===== config.mk =====
export PLATFORM = sky130hd
export DESIGN_NAME = phys_sweep_integrator
export DESIGN_NICKNAME = d
export VERILOG_FILES = /design/src/rtl/phys_pkg.sv /design/src/rtl/phys_step_alu.sv /design/src/rtl/phys_sweep_integrator.sv
export SDC_FILE = /design/constraint.sdc
export NUM_CORES = 1
export LEC_CHECK = 0
export CORE_AREA = 2 2 291 293
export CTS_BUF_LIST = sky130_fd_sc_hd__clkbuf_4 sky130_fd_sc_hd__clkbuf_8
export DETAILED_ROUTE_END_ITERATION = 16
export DIE_AREA = 0 0 293 295
export GPL_TIMING_DRIVEN = 0
export PLACE_DENSITY = 0.43
export SETUP_SLACK_MARGIN = 0.5
export SLEW_MARGIN = 0
export SYNTH_ARGS = -nofsm -noshare
export SYNTH_HDL_FRONTEND = slang
export SYNTH_HIERARCHICAL = 1
export SYNTH_SLANG_ARGS = --single-unit

===== constraint.sdc =====
create_clock -name sys_clk -period 8.5 [get_ports sys_clk]
set_clock_uncertainty 0.2 [all_clocks]
set_input_delay 1.7 -clock sys_clk [delete_from_list [all_inputs] [get_ports sys_clk]]
set_output_delay 1.7 -clock sys_clk [all_outputs]
set_load 0.01 [all_outputs]

===== src/rtl/phys_pkg.sv =====
`default_nettype none
// ============================================================================
// Module      : phys_pkg
// Description : Shared widths, object dynamic-state record, sweep FSM states
//               and the saturating add used by the physics step datapath.
// Revision    : 1.0 - initial release
// ============================================================================
package phys_pkg;

    localparam int SF     = 16;
    localparam int SF_DEC = 4;
    localparam int DF_DEC = 12;
    localparam int WIDE   = 2 * SF + DF_DEC + 4;

    typedef struct packed {
        logic signed [SF-1:0] pos_x;
        logic signed [SF-1:0] pos_y;
        logic signed [SF-1:0] vel_x;
        logic signed [SF-1:0] vel_y;
    } obj_dyn_t;

    typedef enum logic [2:0] {
        ST_IDLE  = 3'd0,
        ST_FETCH = 3'd1,
        ST_CALC  = 3'd2,
        ST_WRITE = 3'd3,
        ST_FIN   = 3'd4
    } state_t;

    localparam logic signed [WIDE-1:0] c_SMAX = WIDE'(2**(SF-1) - 1);
    localparam logic signed [WIDE-1:0] c_SMIN = -c_SMAX - WIDE'(1);

    function automatic logic signed [WIDE-1:0] sext(input logic signed [SF-1:0] a);
        return {{(WIDE-SF){a[SF-1]}}, a};
    endfunction

    // Add a wide delta to a field and saturate to the field's signed range.
    function automatic logic signed [SF-1:0] sat_add(input logic signed [SF-1:0]   a,
                                                     input logic signed [WIDE-1:0] b);
        logic signed [WIDE-1:0] s;
        s = sext(a) + b;
        if (s > c_SMAX)
            return {1'b0, {(SF-1){1'b1}}};
        else if (s < c_SMIN)
            return {1'b1, {(SF-1){1'b0}}};
        else
            return s[SF-1:0];
    endfunction

endpackage
`default_nettype wire


===== src/rtl/phys_step_alu.sv =====
`default_nettype none
// ============================================================================
// Module      : phys_step_alu
// Description : Registered pos/vel integrator for one object over one dt.
//               Floor bounce is built only with PHYS_FLOOR_BOUNCE_EN defined.
// Revision    : 1.0 - initial release
// ============================================================================
module phys_step_alu
    import phys_pkg::*;
#(
    parameter int GRAVITY = 16,
    parameter int FLOOR_Y = 2**(SF-1) - 1
) (
    input  logic                     clk,
    input  logic                     rst,
    input  logic                     i_load,
    input  obj_dyn_t                 i_obj,
    input  logic signed [DF_DEC+1:0] i_dt,
    output obj_dyn_t                 o_obj
);

    localparam logic signed [WIDE-1:0] c_GRAV = WIDE'(GRAVITY);

    logic signed [WIDE-1:0] w_dt;
    logic signed [WIDE-1:0] w_dx;
    logic signed [WIDE-1:0] w_dy;
    logic signed [WIDE-1:0] w_dv;
    obj_dyn_t               w_next;
    obj_dyn_t               r_obj;

    assign w_dt = {{(WIDE-DF_DEC-2){i_dt[DF_DEC+1]}}, i_dt};
    assign w_dx = (sext(i_obj.vel_x) * w_dt) >>> DF_DEC;
    assign w_dy = (sext(i_obj.vel_y) * w_dt) >>> DF_DEC;
    assign w_dv = (w_dt * c_GRAV) >>> DF_DEC;

`ifdef PHYS_FLOOR_BOUNCE_EN
    localparam logic signed [WIDE-1:0] c_FLOOR = WIDE'(FLOOR_Y);
    logic signed [WIDE-1:0] w_py_sum;
    assign w_py_sum = sext(i_obj.pos_y) + w_dy;
`endif

    always_comb begin
        w_next.pos_x = sat_add(i_obj.pos_x, w_dx);
        w_next.pos_y = sat_add(i_obj.pos_y, w_dy);
        w_next.vel_x = i_obj.vel_x;
        w_next.vel_y = sat_add(i_obj.vel_y, w_dv);
`ifdef PHYS_FLOOR_BOUNCE_EN
        // Crossing the floor pins the object to it and reflects half the speed.
        if (w_py_sum > c_FLOOR) begin
            w_next.pos_y = SF'(FLOOR_Y);
            w_next.vel_y = -(w_next.vel_y >>> 1);
        end
`endif
    end

    always_ff @(posedge clk or posedge rst) begin
        if (rst)
            r_obj <= '0;
        else if (i_load)
            r_obj <= w_next;
    end

    assign o_obj = r_obj;

endmodule
`default_nettype wire


===== src/rtl/phys_sweep_integrator.sv =====
`default_nettype none
// ============================================================================
// Module      : phys_sweep_integrator
// Description : Sweeps NUM_OBJ object slots in external RAM per start pulse,
//               integrating each active slot. Option: PHYS_FLOOR_BOUNCE_EN.
// Revision    : 1.0 - initial release
// ============================================================================
module phys_sweep_integrator
    import phys_pkg::*;
#(
    parameter  int NUM_OBJ = 8,
    parameter  int GRAVITY = 16,
    parameter  int FLOOR_Y = 2**(SF-1) - 1,
    localparam int c_AW    = (NUM_OBJ > 1) ? $clog2(NUM_OBJ) : 1
) (
    input  logic                     sys_clk,
    input  logic                     sys_rst,
    input  logic                     start,
    input  logic signed [DF_DEC+1:0] time_step,
    input  logic [NUM_OBJ-1:0]       obj_active,
    output logic                     busy,
    output logic                     done,
    output logic                     rd_en,
    output logic [c_AW-1:0]          rd_addr,
    input  logic [4*SF-1:0]          rd_data,
    output logic                     wr_en,
    output logic [c_AW-1:0]          wr_addr,
    output logic [4*SF-1:0]          wr_data
);

    state_t                   r_state;
    state_t                   w_next;
    logic [c_AW-1:0]          r_idx;
    logic signed [DF_DEC+1:0] r_dt;
    logic [NUM_OBJ-1:0]       r_active;
    logic                     w_last;
    logic                     w_idx_inc;
    logic                     w_load;
    obj_dyn_t                 w_rd_obj;
    obj_dyn_t                 w_alu_obj;

    assign w_last   = (r_idx == c_AW'(NUM_OBJ - 1));
    assign w_rd_obj = obj_dyn_t'(rd_data);

    always_ff @(posedge sys_clk or posedge sys_rst) begin
        if (sys_rst) begin
            r_state  <= ST_IDLE;
            r_idx    <= '0;
            r_dt     <= '0;
            r_active <= '0;
        end else begin
            r_state <= w_next;
            if (r_state == ST_IDLE && start) begin
                r_idx    <= '0;
                r_dt     <= time_step;
                r_active <= obj_active;
            end else if (w_idx_inc) begin
                r_idx <= r_idx + c_AW'(1);
            end
        end
    end

    always_comb begin
        w_next    = r_state;
        w_idx_inc = 1'b0;
        w_load    = 1'b0;
        busy      = 1'b1;
        done      = 1'b0;
        rd_en     = 1'b0;
        wr_en     = 1'b0;
        case (r_state)
            ST_IDLE: begin
                busy = 1'b0;
                if (start)
                    w_next = ST_FETCH;
            end
            ST_FETCH: begin
                // Inactive slots cost one cycle and never touch the RAM.
                if (r_active[r_idx]) begin
                    rd_en  = 1'b1;
                    w_next = ST_CALC;
                end else if (w_last) begin
                    w_next = ST_FIN;
                end else begin
                    w_idx_inc = 1'b1;
                end
            end
            ST_CALC: begin
                w_load = 1'b1;
                w_next = ST_WRITE;
            end
            ST_WRITE: begin
                wr_en = 1'b1;
                if (w_last) begin
                    w_next = ST_FIN;
                end else begin
                    w_idx_inc = 1'b1;
                    w_next    = ST_FETCH;
                end
            end
            ST_FIN: begin
                busy   = 1'b0;
                done   = 1'b1;
                w_next = ST_IDLE;
            end
            default: begin
                busy   = 1'b0;
                w_next = ST_IDLE;
            end
        endcase
    end

    phys_step_alu #(
        .GRAVITY (GRAVITY),
        .FLOOR_Y (FLOOR_Y)
    ) u_alu (
        .clk    (sys_clk),
        .rst    (sys_rst),
        .i_load (w_load),
        .i_obj  (w_rd_obj),
        .i_dt   (r_dt),
        .o_obj  (w_alu_obj)
    );

    assign rd_addr = r_idx;
    assign wr_addr = r_idx;
    assign wr_data = w_alu_obj;

endmodule
`default_nettype wire


==> results.md, run 1 <==
- Global route total overflow: 0
- Total CTS buffers: 9
- Synth Area in XOR/XNOR: 0.0344
- Failing checks: setup timing
- Largest net degree at the start of global routing: 49
- Crit path kind: input port to flop
- Die Height: 295 um
- Post-DP HPWL: 57,700 um
- Initial Util: 0.269
- Synth Area in Compound Gates: 0.0819
- Placer Congestion: 0.824
- Minimum clock period: 9.18 ns
- Data required time of the worst path: 8.64 ns
- Crit Path Max Fanout: 5
- Final-report max-slew violation count: 0
- Skew-Pair Late Insertion Delay: 0.46 ns
- CP endpoint kind: flop
- Hold/Removal Path Class: flop to flop
- Buf/Inv on CP: 5
- GRT Util Overall: 0.167
- # fillers: 8,623
- Final hold vios: 0
- Max-Cap Viols: 0
- Final WS setup: -0.682 ns
- Critical Path AT: 9.32 ns
- Nets: 3,391
- First drt pass iteration count: 5
- RSZ-0062 raised after global routing: yes
- Status: finished, violations left
- Unique masters post-synth: 78
- Worst path slowest cell: fa_1
- Synth area leaders: fa_1 39%, ha_1 11%, dfrtp_1 10%
- Peak Freq: 0.109 GHz
- Clock sink count: 92
- Clock Path Buffers: 2
- YS warnings: 6
- Worst-Margin Slew: 1.11 ns
- ANT nets after route: 0
- Worst-path clk slew: 0.12 ns
- Via count of the first global-routing pass: 18,382
- Post-synth EDFFs: 0
- Largest family of logic cells by synthesized area: adder cells
- Global-route wire length before repair: 109,000 um
- Root Buffer: clkbuf_8
- Slew headroom: 0.260
- Routed vias/inst: 4.54
- Tcrit/Tclk final: 1.08
- Routed WL: 69,800 um
- Syn Nets: 3,168
- Largest area contributor in the netlist: fa_1
- Die W: 293 um
- DR iter-0 viols: 840
- Delay-heaviest family, CP: adder cells
- CTS tree: yes
- Post-CTS Hold Buffers: 0
- Synth top cells by count: 495 x inv_1, 439 x fa_1, 273 x nand2_1
- Sequential share of the synthesized area: 0.103
- Most used DFF post-synth: dfrtp_1
- Area Growth Syn to Fin: 21.3%
- Mux contribution to synthesized area: 0.0110
- Setup violators final: 32
- Setup_tns: -17.69 ns
- Core ar.: 0.0832 sq mm
- Critical Path Max Stage Delay: 0.54 ns
- Most numerous cell in the Yosys netlist: inv_1
- # port buffers: 162
- Area share of the largest cell type after synthesis: 0.393
- Area after DPL: 0.0256 sq mm
- # rows: 106
- Routed len/inst: 18.6 um
- Final design area excluding fillers: 0.0271 sq mm
- H-tree levels: 3
- Io pins: 163
- Syn Area/Cell: 9.19 sq um
- Layout cells sized above 1: 0.121
- Post-Synth Simple-Gate Area: 0.161
- Initial antenna violation count: 3
- Post-Syn Area: 0.0224 sq mm
- Post-Syn Instances: 2,435
- Async S/R FF share, synth: 1.00
- Vias: 17,012
- Post-Synth Adder-Cell Area: 0.508
- Die area: 0.0864 sq mm
- Crit-path most repeated cell: fa_1
- Synth Register Bits: 92
- Drt drc: 0
- Startpoint Class: input port
stage by stage:
stage / utilization / hold WS, ns / setup slack [ns] / cells
after floorplan: - / 0.240 / -0.475 / 2435
after global placement: 0.308 / 0.252 / -2.34 / 3677
after detailed placement: 0.308 / 0.267 / -2.36 / 3678
after CTS: 0.323 / 0.297 / -0.661 / 3736
after global routing: 0.326 / 0.326 / -0.885 / 3744
final: 0.326 / 0.290 / -0.682 / 3746
worst reg2reg max path, delay by kind of cell (launching register included):
family / cells / cell delay, ns
fa+ha+maj: 8 / 3.47
compound gates: 12 / 2.57
simple gates: 4 / 0.55
buf+inv: 5 / 1.09
flops: 1 / 0.78
xor+xnor: 1 / 0.09
path summary, 6_finish.rpt:
path | cells after the start | slack, ns | startpoint | endpoint
setup / recovery | 31 | -0.68 | rd_data[7] | u_alu/o_obj[37]
hold / removal | 2 | 0.29 | r_active[2] | r_active[2]
setup reg to reg | 30 | -0.39 | r_dt[13] | u_alu/o_obj[37]
hold reg to reg | 2 | 0.29 | r_active[2] | r_active[2]
max in group asynchronous | 2 | 5.61 | sys_rst | r_dt[13]
min in group asynchronous | 2 | 1.37 | sys_rst | u_alu/o_obj[34]
sequential cells by signal (all words and copies together) (netlist names):
name and count:
r_state 3, u_alu/o_obj 64, r_dt 14, rd_addr 3, r_active 8
cell usage in the layout, fill, tap and decap left out, types with 9 or more instances in the layout:
cell	n
a21o_1	27
a21oi_1	48
a21oi_2	27
and2_1	228
and2_4	12
and3_1	9
buf_2	19
buf_4	51
buf_6	10
buf_8	10
clkbuf_1	51
clkbuf_8	25
clkdlybuf4s50_1	130
dfrtp_1	91
fa_1	427
fa_2	12
ha_1	192
inv_1	489
mux2_2	16
nand2_1	264
nand2_4	11
nand2b_1	17
nand3_1	10
nor2_1	111
nor3_1	18
o211ai_1	9
o21ai_0	34
o21ai_1	13
o221ai_1	13
o22ai_2	14
xnor2_1	55
xor2_1	28
final cells by class:
class / count / area (sq um) / area share
diodes: 3 / 7.51 / 0.000277
plain buffers: 97 / 786 / 0.0290
clock buffers: 9 / 124 / 0.00456
clock inverters: 7 / 91.3 / 0.00337
inverters: 495 / 1860 / 0.0686
multi-input cells: 1751 / 18600 / 0.686
flip-flops and latches: 92 / 2310 / 0.0850
well taps: 1080 / 1350 / 0.0498
repair buffers: 212 / 1980 / 0.0731
per-layer routing:
layer  vias up  global-route usage  share of wire
met3        45              0.0268          0.042
li1       7917                   -              -
met5         -                   0              0
met4         0              0.0399          0.018
met2       300               0.272           0.47
met1      8750               0.232           0.47
kinds of logic after synthesis:
logic type | Yosys count
DFF | 92
xor gates and xnor gates | 88
adders and majority gates | 645
muxes | 20
buffers and inverters | 592
AOI/OAI and AO/OA | 269
and+or+nand+nor | 729
what timing repair did:
| action | 4_1_cts | 5_1_grt |
|---|---|---|
| endpoints found under the hold margin | 0 | 0 |
| pin swaps | 81 | 46 |
| buffers inserted | 40 | 7 |
| gates cloned | 2 | 0 |
| resized for setup | 331 | 86 |
| setup endpoints to repair | 32 | 32 |
Power of run 1 is left out: the tool's default activity adds up to more than one toggle a clock period on the data nets, which glitch-free logic cannot reach.
==> inputs of run 2 (changes only) <==
PLACE_DENSITY = 0.47   (was 0.43)
==> run 2 against run 1 <==
The run still ends with setup timing left. Register-to-register slack worse by 0.14 ns. Clock-buffer cell count did not move. Cell area rose by 1.2%. Fmax decreased by 0.33%. Wire length down 0.94%. Critical endpoint is now u_alu/o_obj[42]. Largest cell class unchanged.
==> results.md, run 2 (synthesis results as in run 1) <==
- Total CTS buffers: 9 (unchanged)
- Die Height: 295 um (unchanged)
- Tcrit/Tclk final: 1.08 (about the same)
- # rows: 106 (unchanged)
- Vias: 17,350 (was 17,012)
- Peak Freq: 0.109 GHz (about the same)
- Most common cell after layout, fill and taps aside: inv_1 (unchanged)
- Max-Cap Viols: 0 (unchanged)
- # port buffers: 162 (unchanged)
- Die area: 0.0864 sq mm (unchanged)
- H-tree levels: 3 (unchanged)
- Slew headroom: 0.255 (was 0.260)
- Post-DP HPWL: 55,800 um (was 57,700 um)
- Worst path slowest cell: fa_1 (unchanged)
- Routed len/inst: 18.3 um (was 18.6 um)
- Worst-path clk slew: 0.11 ns (was 0.12 ns)
- Initial antenna violation count: 11 (was 3)
- Area Growth Syn to Fin: 22.7% (was 21.3%)
- Critical Path Max Stage Delay: 0.54 ns (about the same)
- Largest register FFs: 64 (unchanged)
- Skew-Pair Late Insertion Delay: 0.45 ns (was 0.46 ns)
- Root Buffer: clkbuf_8 (unchanged)
- Layout cells sized above 1: 0.129 (was 0.121)
- CP endpoint kind: flop (unchanged)
- Area after DPL: 0.0256 sq mm (unchanged)
- Routed vias/inst: 4.59 (was 4.54)
- Io pins: 163 (unchanged)
- Post-layout util: 0.330 (was 0.326)
- Placer Congestion: 0.853 (was 0.824)
- Data required time of the worst path: 8.64 ns (about the same)
- Global-route wire length before repair: 108,000 um (was 109,000 um)
- Clock sink count: 92 (unchanged)
- Final hold vios: 0 (unchanged)
- Hold Slack: 0.287 ns (was 0.290 ns)
- Footprint of the multi-input gates: 0.0186 sq mm (about the same)
- Startpoint Class: input port (unchanged)
- Nets: 3,423 (was 3,391)
- Commonest non-fill, non-tap cells in the layout: 491 x inv_1, 432 x fa_1, 265 x nand2_1, 228 x and2_1, 190 x ha_1 (was 489 x inv_1, 427 x fa_1, 264 x nand2_1, 228 x and2_1, 192 x ha_1)
- Crit Path Max Fanout: 7 (was 5)
- GRT Util Overall: 0.165 (was 0.167)
- Largest net degree at the start of global routing: 36 (was 49)
- DR iter-0 viols: 734 (was 840)
- Crit-path most repeated cell: fa_1 (unchanged)
- # fillers: 8,506 (was 8,623)
- Via count of the first global-routing pass: 18,870 (was 18,382)
- Drt drc: 0 (unchanged)
- Minimum clock period: 9.21 ns (was 9.18 ns)
- Final-report max-slew violation count: 0 (unchanged)
- CTS tree: yes (unchanged)
- ANT nets after route: 0 (unchanged)
- Crit path kind: input port to flop (unchanged)
- Hold path cells: 2 (unchanged)
- Final design area excluding fillers: 0.0275 sq mm (was 0.0271 sq mm)
- Die W: 293 um (unchanged)
- RSZ-0062 raised after global routing: yes (unchanged)
- Routed WL: 69,100 um (was 69,800 um)
- Status: finished, violations left (unchanged)
- Storage element area: 0.00231 sq mm (unchanged)
- Failing checks: setup timing (unchanged)
- First drt pass iteration count: 5 (unchanged)
- Global route total overflow: 0 (unchanged)
- Final WS setup: -0.713 ns (was -0.682 ns)
- Worst-Margin Slew: 1.12 ns (was 1.11 ns)
- Initial Util: 0.269 (unchanged)
- Clock Path Buffers: 2 (unchanged)
- Setup violators final: 32 (unchanged)
- R2R cell count: 30 (unchanged)
- Hold/Removal Path Class: flop to flop (unchanged)
- Core ar.: 0.0832 sq mm (unchanged)
- Critical Path AT: 9.35 ns (was 9.32 ns)
run 2: cell types whose count changed in the layout (fill, tap and decap cells not counted), sizes merged:
cell / change
clkdlybuf4s15: +4
bufinv: -1
buf: +33
clkinv: +2
clkbuf: -4
inv: -2
clkdlybuf4s18: -1
run 2: critical path, delay by kind of cell:
kind | cells | cell delay, ns
AND/OR/NAND/NOR | 4 | 0.61
adder cells (fa/ha/maj) | 8 | 3.52
AO/OA/AOI/OAI | 14 | 2.95
buffers and inverters | 5 | 0.54
run 2: final timing paths:
| path | slack, ns | start | to |
|---|---|---|---|
| max in group asynchronous | 5.59 | sys_rst | r_dt[13] |
| worst min register to register | 0.29 | r_active[6] | r_active[6] |
| worst min-delay path | 0.29 | r_active[6] | r_active[6] |
| min in group asynchronous | 1.44 | sys_rst | u_alu/o_obj[17] |
| worst max-delay path | -0.71 | rd_data[9] | u_alu/o_obj[42] |
| worst max register to register | -0.53 | r_dt[13] | u_alu/o_obj[42] |
run 2: what timing repair did:
item | CTS | global route
gates resized for setup | 311 | 102
buffers inserted | 51 | 27
pin swaps | 84 | 63
setup endpoints to repair | 32 | 32
gates cloned | 2 | 1
hold buffers | 0 | 0
run 2: routing by layer:
layer / global-route usage / wire, um
met1: 0.218 / 30100
met2: 0.277 / 33500
met3: 0.0304 / 4220
met4: 0.0433 / 1270
met5: 0 / 52
run 2: cell type report:
| type | instances | share of cell area |
|---|---|---|
| buffer | 97 | 0.0292 |
| multi-input combinational | 1751 | 0.679 |
| sequential | 92 | 0.0840 |
| clock inverter | 6 | 0.00146 |
| timing repair buffer | 244 | 0.0846 |
| tap | 1080 | 0.0492 |
| clock buffer | 9 | 0.00451 |
| inverter | 495 | 0.0677 |
| antenna | 3 | 0.000273 |
run 2: metrics by stage:
stage	worst slack (ns)	setup TNS, ns	instances
2_1_floorplan	-0.475	-13.04	2435
3_3_place_gp	-2.34	-69.25	3677
3_5_place_dp	-2.43	-71.87	3678
4_1_cts	-0.612	-17.03	3746
5_1_grt	-0.968	-28.28	3775
6_report	-0.713	-18.79	3777
Power of run 2 is left out for the same reason.
